$ cat config.mk
export PLATFORM = sky130hd
export DESIGN_NAME = uart_rx_fifo_apb
export DESIGN_NICKNAME = d
export VERILOG_FILES = /design/src/rtl/uart_rx_fifo_apb.sv
export SDC_FILE = /design/constraint.sdc
export NUM_CORES = 1
export LEC_CHECK = 0
export ABC_AREA = 1
export BUFFER_PORTS_ARGS = -buffer_cell sky130_fd_sc_hd__buf_2
export CAP_MARGIN = 20
export CORE_UTILIZATION = 52
export CTS_CLUSTER_DIAMETER = 80
export DETAILED_ROUTE_END_ITERATION = 8
export PLACE_DENSITY = 0.72
export REMOVE_ABC_BUFFERS = 1
export SYNTH_ARGS = -nofsm -noshare
export SYNTH_HDL_FRONTEND = slang
export SYNTH_SLANG_ARGS = --single-unit
$ cat constraint.sdc
create_clock -name PCLK -period 2 [get_ports PCLK]
set_input_delay 0.3 -clock PCLK [delete_from_list [all_inputs] [get_ports PCLK]]
set_output_delay 0.3 -clock PCLK [all_outputs]
set_load 0.01 [all_outputs]
$ cat src/rtl/uart_rx_fifo_apb.sv
// uart_rx_fifo_apb
//   APB-attached UART receiver with a small receive FIFO.
//   - Serial input is double-flopped, then a falling edge starts a frame.
//   - Each bit is sampled once, at its middle. A start bit that is high at
//     its mid sample is treated as a glitch and dropped silently.
//   - Good frames are pushed into a circular FIFO. Bad frames set sticky
//     error flags instead.
//
// Ports
//   PCLK, PRESET           clock, async active-high reset
//   PSEL/PENABLE/PWRITE    APB control (zero wait states)
//   PADDR, PWDATA          APB address / write data
//   PRDATA, PREADY, PSLVERR APB response (driven only in the access phase)
//   rx_serial              asynchronous serial line, idles high
//   rx_irq                 level interrupt
//
// Registers
//   0x00 RXDATA  RO  FIFO head, zero-extended; a read pops the FIFO
//   0x04 STATUS      [0] not_empty [1] full (RO);
//                    [2] overrun [3] frame_err [4] parity_err (W1C)
//   0x08 CTRL    RW  [0] rx_en [1] irq_en
module uart_rx_fifo_apb #(
    parameter int CLKS_PER_BIT = 16,
    parameter int DATA_BITS    = 8,
    parameter int PARITY_EN    = 0,
    parameter int PARITY_ODD   = 0,
    parameter int FIFO_DEPTH   = 4
) (
    input  logic       PCLK,
    input  logic       PRESET,
    input  logic       PSEL,
    input  logic       PENABLE,
    input  logic       PWRITE,
    input  logic [7:0] PADDR,
    input  logic [7:0] PWDATA,
    output logic [7:0] PRDATA,
    output logic       PREADY,
    output logic       PSLVERR,
    input  logic       rx_serial,
    output logic       rx_irq
);

    localparam int CW   = $clog2(CLKS_PER_BIT);
    localparam int BW   = $clog2(DATA_BITS);
    localparam int PW   = $clog2(FIFO_DEPTH);
    localparam int CNTW = PW + 1;

    // START samples one cycle early relative to the nominal half-bit wait,
    // because the cycle of the edge itself is spent in IDLE.
    localparam logic [CW-1:0]   BIT_LAST  = CW'(CLKS_PER_BIT - 1);
    localparam logic [CW-1:0]   HALF_LAST = CW'((CLKS_PER_BIT - 1) / 2 - 1);
    localparam logic [BW-1:0]   DATA_LAST = BW'(DATA_BITS - 1);
    localparam logic [CNTW-1:0] FULL_CNT  = CNTW'(FIFO_DEPTH);

    localparam logic [7:0] A_DATA = 8'h00;
    localparam logic [7:0] A_STAT = 8'h04;
    localparam logic [7:0] A_CTRL = 8'h08;

    typedef enum logic [2:0] {IDLE, START, DATA, PARITY, STOP} state_t;

    state_t              state, state_n;
    logic                sync1, sync2, sync_prev, fall;
    logic [CW-1:0]       cnt;
    logic [BW-1:0]       bit_cnt;
    logic [DATA_BITS-1:0] shreg;
    logic                par_bad, par_exp, tick;
    logic                push_req, set_frm, set_par, set_ovr, push, pop;
    logic                rx_en, irq_en;
    logic [2:0]          sticky;   // {parity_err, frame_err, overrun}
    logic [2:0]          clr;

    logic [DATA_BITS-1:0] mem [FIFO_DEPTH];
    logic [PW-1:0]        wr_ptr, rd_ptr;
    logic [CNTW-1:0]      count;
    logic                 empty, full;

    logic                 access, wr, err;
    logic [7:0]           rdata;
    logic                 unused_ok;

    // ---------------- synchroniser and edge detect ----------------
    always_ff @(posedge PCLK or posedge PRESET) begin
        if (PRESET) begin
            sync1     <= 1'b1;
            sync2     <= 1'b1;
            sync_prev <= 1'b1;
        end else begin
            sync1     <= rx_serial;
            sync2     <= sync1;
            sync_prev <= sync2;
        end
    end

    assign fall    = sync_prev & ~sync2;
    assign par_exp = (PARITY_ODD != 0) ? ~^shreg : ^shreg;

    // ---------------- receive FSM ----------------
    always_ff @(posedge PCLK or posedge PRESET) begin
        if (PRESET) state <= IDLE;
        else        state <= state_n;
    end

    always_comb begin
        state_n  = state;
        tick     = (state == START) ? (cnt == HALF_LAST) : (cnt == BIT_LAST);
        push_req = 1'b0;
        set_frm  = 1'b0;
        set_par  = 1'b0;
        if (!rx_en) begin
            state_n = IDLE;
        end else begin
            case (state)
                IDLE:   if (fall) state_n = START;
                START:  if (tick) state_n = sync2 ? IDLE : DATA;
                DATA:   if (tick && bit_cnt == DATA_LAST)
                            state_n = (PARITY_EN != 0) ? PARITY : STOP;
                PARITY: if (tick) state_n = STOP;
                STOP: begin
                    // Leave at the mid stop sample so a following start
                    // edge is seen even when frames are back to back.
                    if (tick) begin
                        state_n = IDLE;
                        if (!sync2)       set_frm  = 1'b1;
                        else if (par_bad) set_par  = 1'b1;
                        else              push_req = 1'b1;
                    end
                end
                default: state_n = IDLE;
            endcase
        end
    end

    // bit timer, bit counter, shift register, parity result
    always_ff @(posedge PCLK or posedge PRESET) begin
        if (PRESET) begin
            cnt     <= '0;
            bit_cnt <= '0;
            shreg   <= '0;
            par_bad <= 1'b0;
        end else begin
            if (state == IDLE || tick) cnt <= '0;
            else                       cnt <= cnt + 1'b1;

            if (state != DATA) bit_cnt <= '0;
            else if (tick)     bit_cnt <= bit_cnt + 1'b1;

            if (state == DATA && tick) shreg <= {sync2, shreg[DATA_BITS-1:1]};

            if (state == START)              par_bad <= 1'b0;
            else if (state == PARITY && tick) par_bad <= (sync2 != par_exp);
        end
    end

    // ---------------- APB decode ----------------
    assign access = PSEL & PENABLE;
    assign wr     = access & PWRITE;
    assign empty  = (count == '0);
    assign full   = (count == FULL_CNT);
    assign pop    = access & ~PWRITE & (PADDR == A_DATA) & ~empty;
    assign clr    = (wr && PADDR == A_STAT) ? PWDATA[4:2] : 3'b000;

    // A pop in the same cycle frees the slot, so a full FIFO still accepts.
    assign push    = push_req & (~full | pop);
    assign set_ovr = push_req & full & ~pop;

    always_comb begin
        rdata = 8'h00;
        err   = 1'b0;
        case (PADDR)
            A_DATA: begin
                if (PWRITE || empty) err = 1'b1;
                else                 rdata[DATA_BITS-1:0] = mem[rd_ptr];
            end
            A_STAT: rdata = {3'b000, sticky, full, ~empty};
            A_CTRL: rdata = {6'b0, irq_en, rx_en};
            default: err = 1'b1;
        endcase
    end

    assign PREADY  = access;
    assign PRDATA  = access ? rdata : 8'h00;
    assign PSLVERR = access & err;
    assign rx_irq  = irq_en & (~empty | (|sticky));

    // ---------------- control and sticky flags ----------------
    always_ff @(posedge PCLK or posedge PRESET) begin
        if (PRESET) begin
            rx_en  <= 1'b0;
            irq_en <= 1'b0;
            sticky <= 3'b000;
        end else begin
            if (wr && PADDR == A_CTRL) {irq_en, rx_en} <= PWDATA[1:0];
            // set after clear so a coincident new event wins
            sticky <= (sticky & ~clr) | {set_par, set_frm, set_ovr};
        end
    end

    // ---------------- receive FIFO ----------------
    always_ff @(posedge PCLK) begin
        if (push) mem[wr_ptr] <= shreg;
    end

    always_ff @(posedge PCLK or posedge PRESET) begin
        if (PRESET) begin
            wr_ptr <= '0;
            rd_ptr <= '0;
            count  <= '0;
        end else begin
            if (push) wr_ptr <= wr_ptr + 1'b1;
            if (pop)  rd_ptr <= rd_ptr + 1'b1;
            case ({push, pop})
                2'b10:   count <= count + 1'b1;
                2'b01:   count <= count - 1'b1;
                default: count <= count;
            endcase
        end
    end

    assign unused_ok = ^PWDATA[7:5];

endmodule

# Word level (Yosys, flattened, before mapping)

Memories as Yosys holds them, arrays and structs flattened.
Cells that the tools add are included.

Add/subtract/negate cells: 6
Equality and inequality tests: 19
Muxes and demuxes: 37
Bitwise gates (word level): 21
Reductions and logical operators: 17

Operator list:

| operator                                                              | number |
|---|---|
| 3-bit 2-to-1 mux                                                      | 9 |
| 8-bit case mux with 3 select lines                                    | 1 |
| 1-bit 2-to-1 mux                                                      | 20 |
| 8-bit 2-to-1 mux                                                      | 2 |
| 3-bit inequality test, second input constant                          | 5 |
| 3-bit case mux with 5 select lines                                    | 1 |
| 1-bit bitwise AND                                                     | 11 |
| 3-bit equality test, second input constant                            | 3 |
| 8-bit by 3-bit equality test with 1-bit output, second input constant | 1 |
| 8-bit by 4-bit equality test with 1-bit output, second input constant | 1 |
| 8-bit zero test                                                       | 1 |
| 8-bit XOR reduction                                                   | 1 |
| 3-bit by 1-bit adder with 3-bit output, second input constant         | 2 |
| 3-bit by 2-bit equality test with 1-bit output, second input constant | 2 |
| 3-bit zero test                                                       | 2 |
| 3-bit case mux with 2 select lines                                    | 1 |
| 2-bit nonzero test                                                    | 3 |
| 1-bit logical AND                                                     | 5 |
| 1-bit inverter                                                        | 5 |
| 5-bit AND reduction                                                   | 1 |
| 2-bit by 1-bit adder with 2-bit output, second input constant         | 2 |
| 4-bit by 1-bit adder with 4-bit output, second input constant         | 1 |
| 4-bit by 3-bit equality test with 1-bit output, second input constant | 1 |
| 4-bit equality test, second input constant                            | 1 |
| 16 further kinds                                                      | 18 |

Register bits after elaboration: 34
Bits in writable memories: 32
Input port bits: 22
Output and inout bits: 11
Word-level logic and storage cells: 115
Memories: 1

Memory list:

| name | words | width | read ports | clocked after Yosys merged registers in | wr ports | RTL line | RTL |
|---|---|---|---|---|---|---|---|
| mem  | 4     | 8     | 1          | 0                                       | 1        | 72       | `logic [DATA_BITS-1:0] mem [FIFO_DEPTH];` |

# Logic depth before layout (Yosys ltp)

Word-level depth: 8
Gate-level depth with buffers: 14
Depth with buffers taken out: 14

# Worst setup path after synthesis

No wires, ideal clock.

Path kind: register to register
Start point: register count[1]
End point: register count[2]
Setup time: 0.131 ns
Data arrival time: 2.041 ns
Data required time: 1.869 ns
Path slack: -0.172 ns
Stages on the path, launching flop included: 14
Path buffers: 0
Cell sequence: dfrtp_1 > nor3_4 > nor2_4 > nand2_4 > nor2_8 > inv_4 > nand2_4 > nand2_4 > ha_1 > inv_1 > fa_1 > a21oi_1 > o21ai_0 > xor2_1

Longest elaborated chain between the ends: 7

Ends and longest elaborated chain:

| element                                                                                      | RTL line | RTL |
|---|---|---|
| from (decl)                                                                                  | 74       | `logic [CNTW-1:0] count;` |
| from (signal assigned)                                                                       | 212      | `2'b10: count <= count + 1'b1;` |
| from (signal assigned)                                                                       | 213      | `2'b01: count <= count - 1'b1;` |
| from (signal assigned)                                                                       | 214      | `default: count <= count;` |
| 3-bit zero test *                                                                            | 157      | `assign empty = (count == '0);` |
| 1-bit inverter *                                                                             | 159      | `assign pop = access & ~PWRITE & (PADDR == A_DATA) & ~empty;` |
| 1-bit bitwise AND *                                                                          | 159      |  |
| net pop                                                                                      | 67       | `logic push_req, set_frm, set_par, set_ovr, push, pop;` |
| 1-bit OR                                                                                     | 163      | `assign push = push_req & (~full \| pop);` |
| 1-bit bitwise AND                                                                            | 163      |  |
| 2-bit by 1-bit equality test with 1-bit output / 2-bit equality test (equally long branches) | 211      | `case ({push, pop})` |
| 3-bit case mux with 2 select lines / 2-bit nonzero test (equally long branches)              | --       |  |

Mark *: on every way through the listed nets, which the timed path passes. The rest lies on a longest branch.
A chain may end at the register's enable or synchronous reset.

# Final worst setup path

Start point: register count[2]
End point: register count[2]

Same word-level chain as after synthesis.

==> reports/metrics.cfg <==
[floorplan]
die_h_um = 83.0
fp.dieW_um = 83.0
rows = 29
core_um2 = 6350
ios = 33
initial_core_util = 0.537
dieArea_um2 = 6880

[logic_synthesis]
yosys_warnings = 0
syn_inst = 356
ys_ff_latch = 66
synth_async_sr_flop_share = 0.515
syn_avg_cell_area_um2 = 9.57
synth_edf_count = 32
ys_seq_area_frac = 0.533
netlist_area_um2 = 3410
synth-main-ff-cell = edfxtp_1
ys_types = 39

[route]
wl_um = 7270
ant_nets = 0
wl_per_cell_um = 14.2
drt_first_pass_iters = 4
vias_per_cell = 5.31
drtIter0Drc = 189
dr_total_vias = 2727
drc = 0

[global_route]
grt_max_degree = 35
antenna_found_initial = 0
grt_usage = 0.226
grt_pass1_wl_um = 12300
overflow = 0
first_global_vias = 2608

[timing]
fin_crit_ns = 2.02
setup_slack_ns = -0.0161
setup_viol = 1
rsz0062_at_grt = true
relSlewSlack = 0.706
tightestPinTransition_ns = 0.440
finalHoldViolations = 0
fmax_mhz = 496
timing.final.max_slew_violations = 0
fin_skew_ns = 0.00898
fin_crit_sh = 1.01

[placed_design]
dp_hpwl_um = 4990
port_buffers = 29
dpl.cell_count = 487
place.gp.congestion = 0.932

[clock_tree]
cts_root_buf = clkbuf_8
clk_latency_ns = 0.34
cts_buffer_depth = 2
cts_tree = yes
path_clk_slew_ns = 0.07
holdBufCountCts = 0
clkSinkCount = 66
cts_buffers = 9
htreeDepth = 3

[worst_hold_path]
hp-class = input port to asynchronous set/reset pin

[setup_path]
worstSetupPathType = register to register
cp-start-kind = register
worst_ep_arrival_time_ns = 2.24
cp_max_fo = 3
required_ns = 2.22
endpoint_kind = register

[layout]
fin_nets = 463
fillers = 481
drive_gt1_frac = 0.325
fin_util = 0.675
syn2layout_area_growth_pct = 25.7
seqCellArea_um2 = 1820
final_cells = 514
antenna_cells = 0
multiInputGateArea_um2 = 1460

[power_and_ir_drop]
p_total_uw = 3400
p_per_area_nw_per_um2 = 794
ir_drop_mv = 0.787
p_leak_uw = 0.00205

[run]
drv_cap = 0

[status]
failed_checks = setup timing
status = finished with violations

==> synthesized netlist by cell type (6+ instances only) <==
| cell | number | area share |
|---|---|---|
| a21oi_1 | 12 | 0.018 |
| buf_2 | 9 | 0.013 |
| dfrtp_1 | 31 | 0.23 |
| edfxtp_1 | 32 | 0.28 |
| ha_1 | 8 | 0.029 |
| inv_1 | 28 | 0.031 |
| nand2_1 | 68 | 0.075 |
| nand2_4 | 6 | 0.020 |
| nand3_1 | 29 | 0.043 |
| nor2_1 | 40 | 0.044 |
| nor2_2 | 9 | 0.017 |
| o21ai_0 | 22 | 0.032 |
| xnor2_1 | 8 | 0.021 |
| xor2_1 | 9 | 0.023 |
==> stage by stage <==
stage               TNS [ns]  instance area (um2)  setup slack (ns)  hold WS, ns
floorplan             -0.172                 3350            -0.172        0.304
global placement      -0.115                 3890            -0.115        0.346
detailed placement    -0.190                 3890            -0.173        0.347
CTS                  -0.0447                 4160           -0.0447       0.0325
global route          -0.242                 4280            -0.136       0.0334
finish               -0.0161                 4280           -0.0161       0.0418
==> state kept, by name (all words and copies together) (netlist names) <==
| signal | count |
|---|---|
| sticky | 3 |
| sync_prev | 1 |
| par_bad | 1 |
| sync1 | 1 |
| shreg | 8 |
| sync2 | 1 |
| bit_cnt | 3 |
| rx_en | 1 |
| mem | 32 |
| rd_ptr | 2 |
| wr_ptr | 2 |
| irq_en | 1 |
| cnt | 4 |
| state | 3 |
| count | 3 |
==> cell families (layout without fill, tap and decap cells) <==
logic type	Yosys count	in the layout	synth area share
AND/OR/NAND/NOR	175	175	0.257
AO/OA/AOI/OAI	47	47	0.0775
XOR/XNOR	17	17	0.0437
buffers and inverters	42	123	0.0540
flip-flops	66	66	0.533
adder cells (fa/ha/maj)	9	9	0.0352
==> per-layer routing <==
metal,global-route usage,part of all wire,vias to the layer above
li1,-,-,1333
met1,0.293,0.44,1304
met2,0.368,0.50,74
met3,0.0457,0.044,16
met4,0.0972,0.019,0
met5,0,0,-
==> cells in the final DEF (no fill, tap or decap), drive strengths merged, types with 8 or more instances in the layout <==
cell type	instances
nand2	78
buf	75
nor2	55
inv	33
edfxtp	32
dfrtp	31
nand3	30
o21ai	26
a21oi	13
xor2	9
clkbuf	9
xnor2	8
ha	8
==> what timing repair did <==
item,4_1_cts,5_1_grt
pin swaps,4,13
setup buffers,2,9
resized for setup,9,20
cloned,0,0
endpoints found under the setup margin,3,8
==> report_power, final <==
part | switching (uW) | internal, uW | total (uW) | leakage, uW
sequential | 94.3 | 1490 | 1590 | 0.000778
combinational | 332 | 221 | 552 | 0.00117
clock | 548 | 712 | 1260 | 0.000106
==> final timing paths <==
kind	from	endpoint	slack [ns]	depth (start not counted)
min in group PCLK	rx_serial	sync1	0.05	1
max	count[2]	count[2]	-0.02	13
max in group asynchronous	PRESET	sync_prev	1.62	3
min reg2reg	sync1	sync2	0.36	0
max reg2reg	count[2]	count[2]	-0.02	13
min	PRESET	shreg[0]	0.04	3
==> final cells by class <==
cell class / count / area share
Sequential cell: 66 / 0.424
Multi-Input combinational cell: 248 / 0.341
Timing Repair Buffer: 75 / 0.127
Inverter: 32 / 0.0324
Clock buffer: 9 / 0.0289
Clock inverter: 7 / 0.0237
Tap cell: 77 / 0.0225
==> worst max-delay path: stages, from the launching register on <==
cell and delay (ns):
dfrtp_1 0.42, nor3_4 0.25, nor2_4 0.06, nand2_4 0.09
nor2_8 0.04, inv_4 0.07, nand2_4 0.05, nand2_4 0.06
ha_4 0.13, inv_2 0.04, fa_2 0.34, a21oi_2 0.12
o21ai_1 0.08, xor2_1 0.15
No activity file was read; power rests on OpenSTA's default activity.
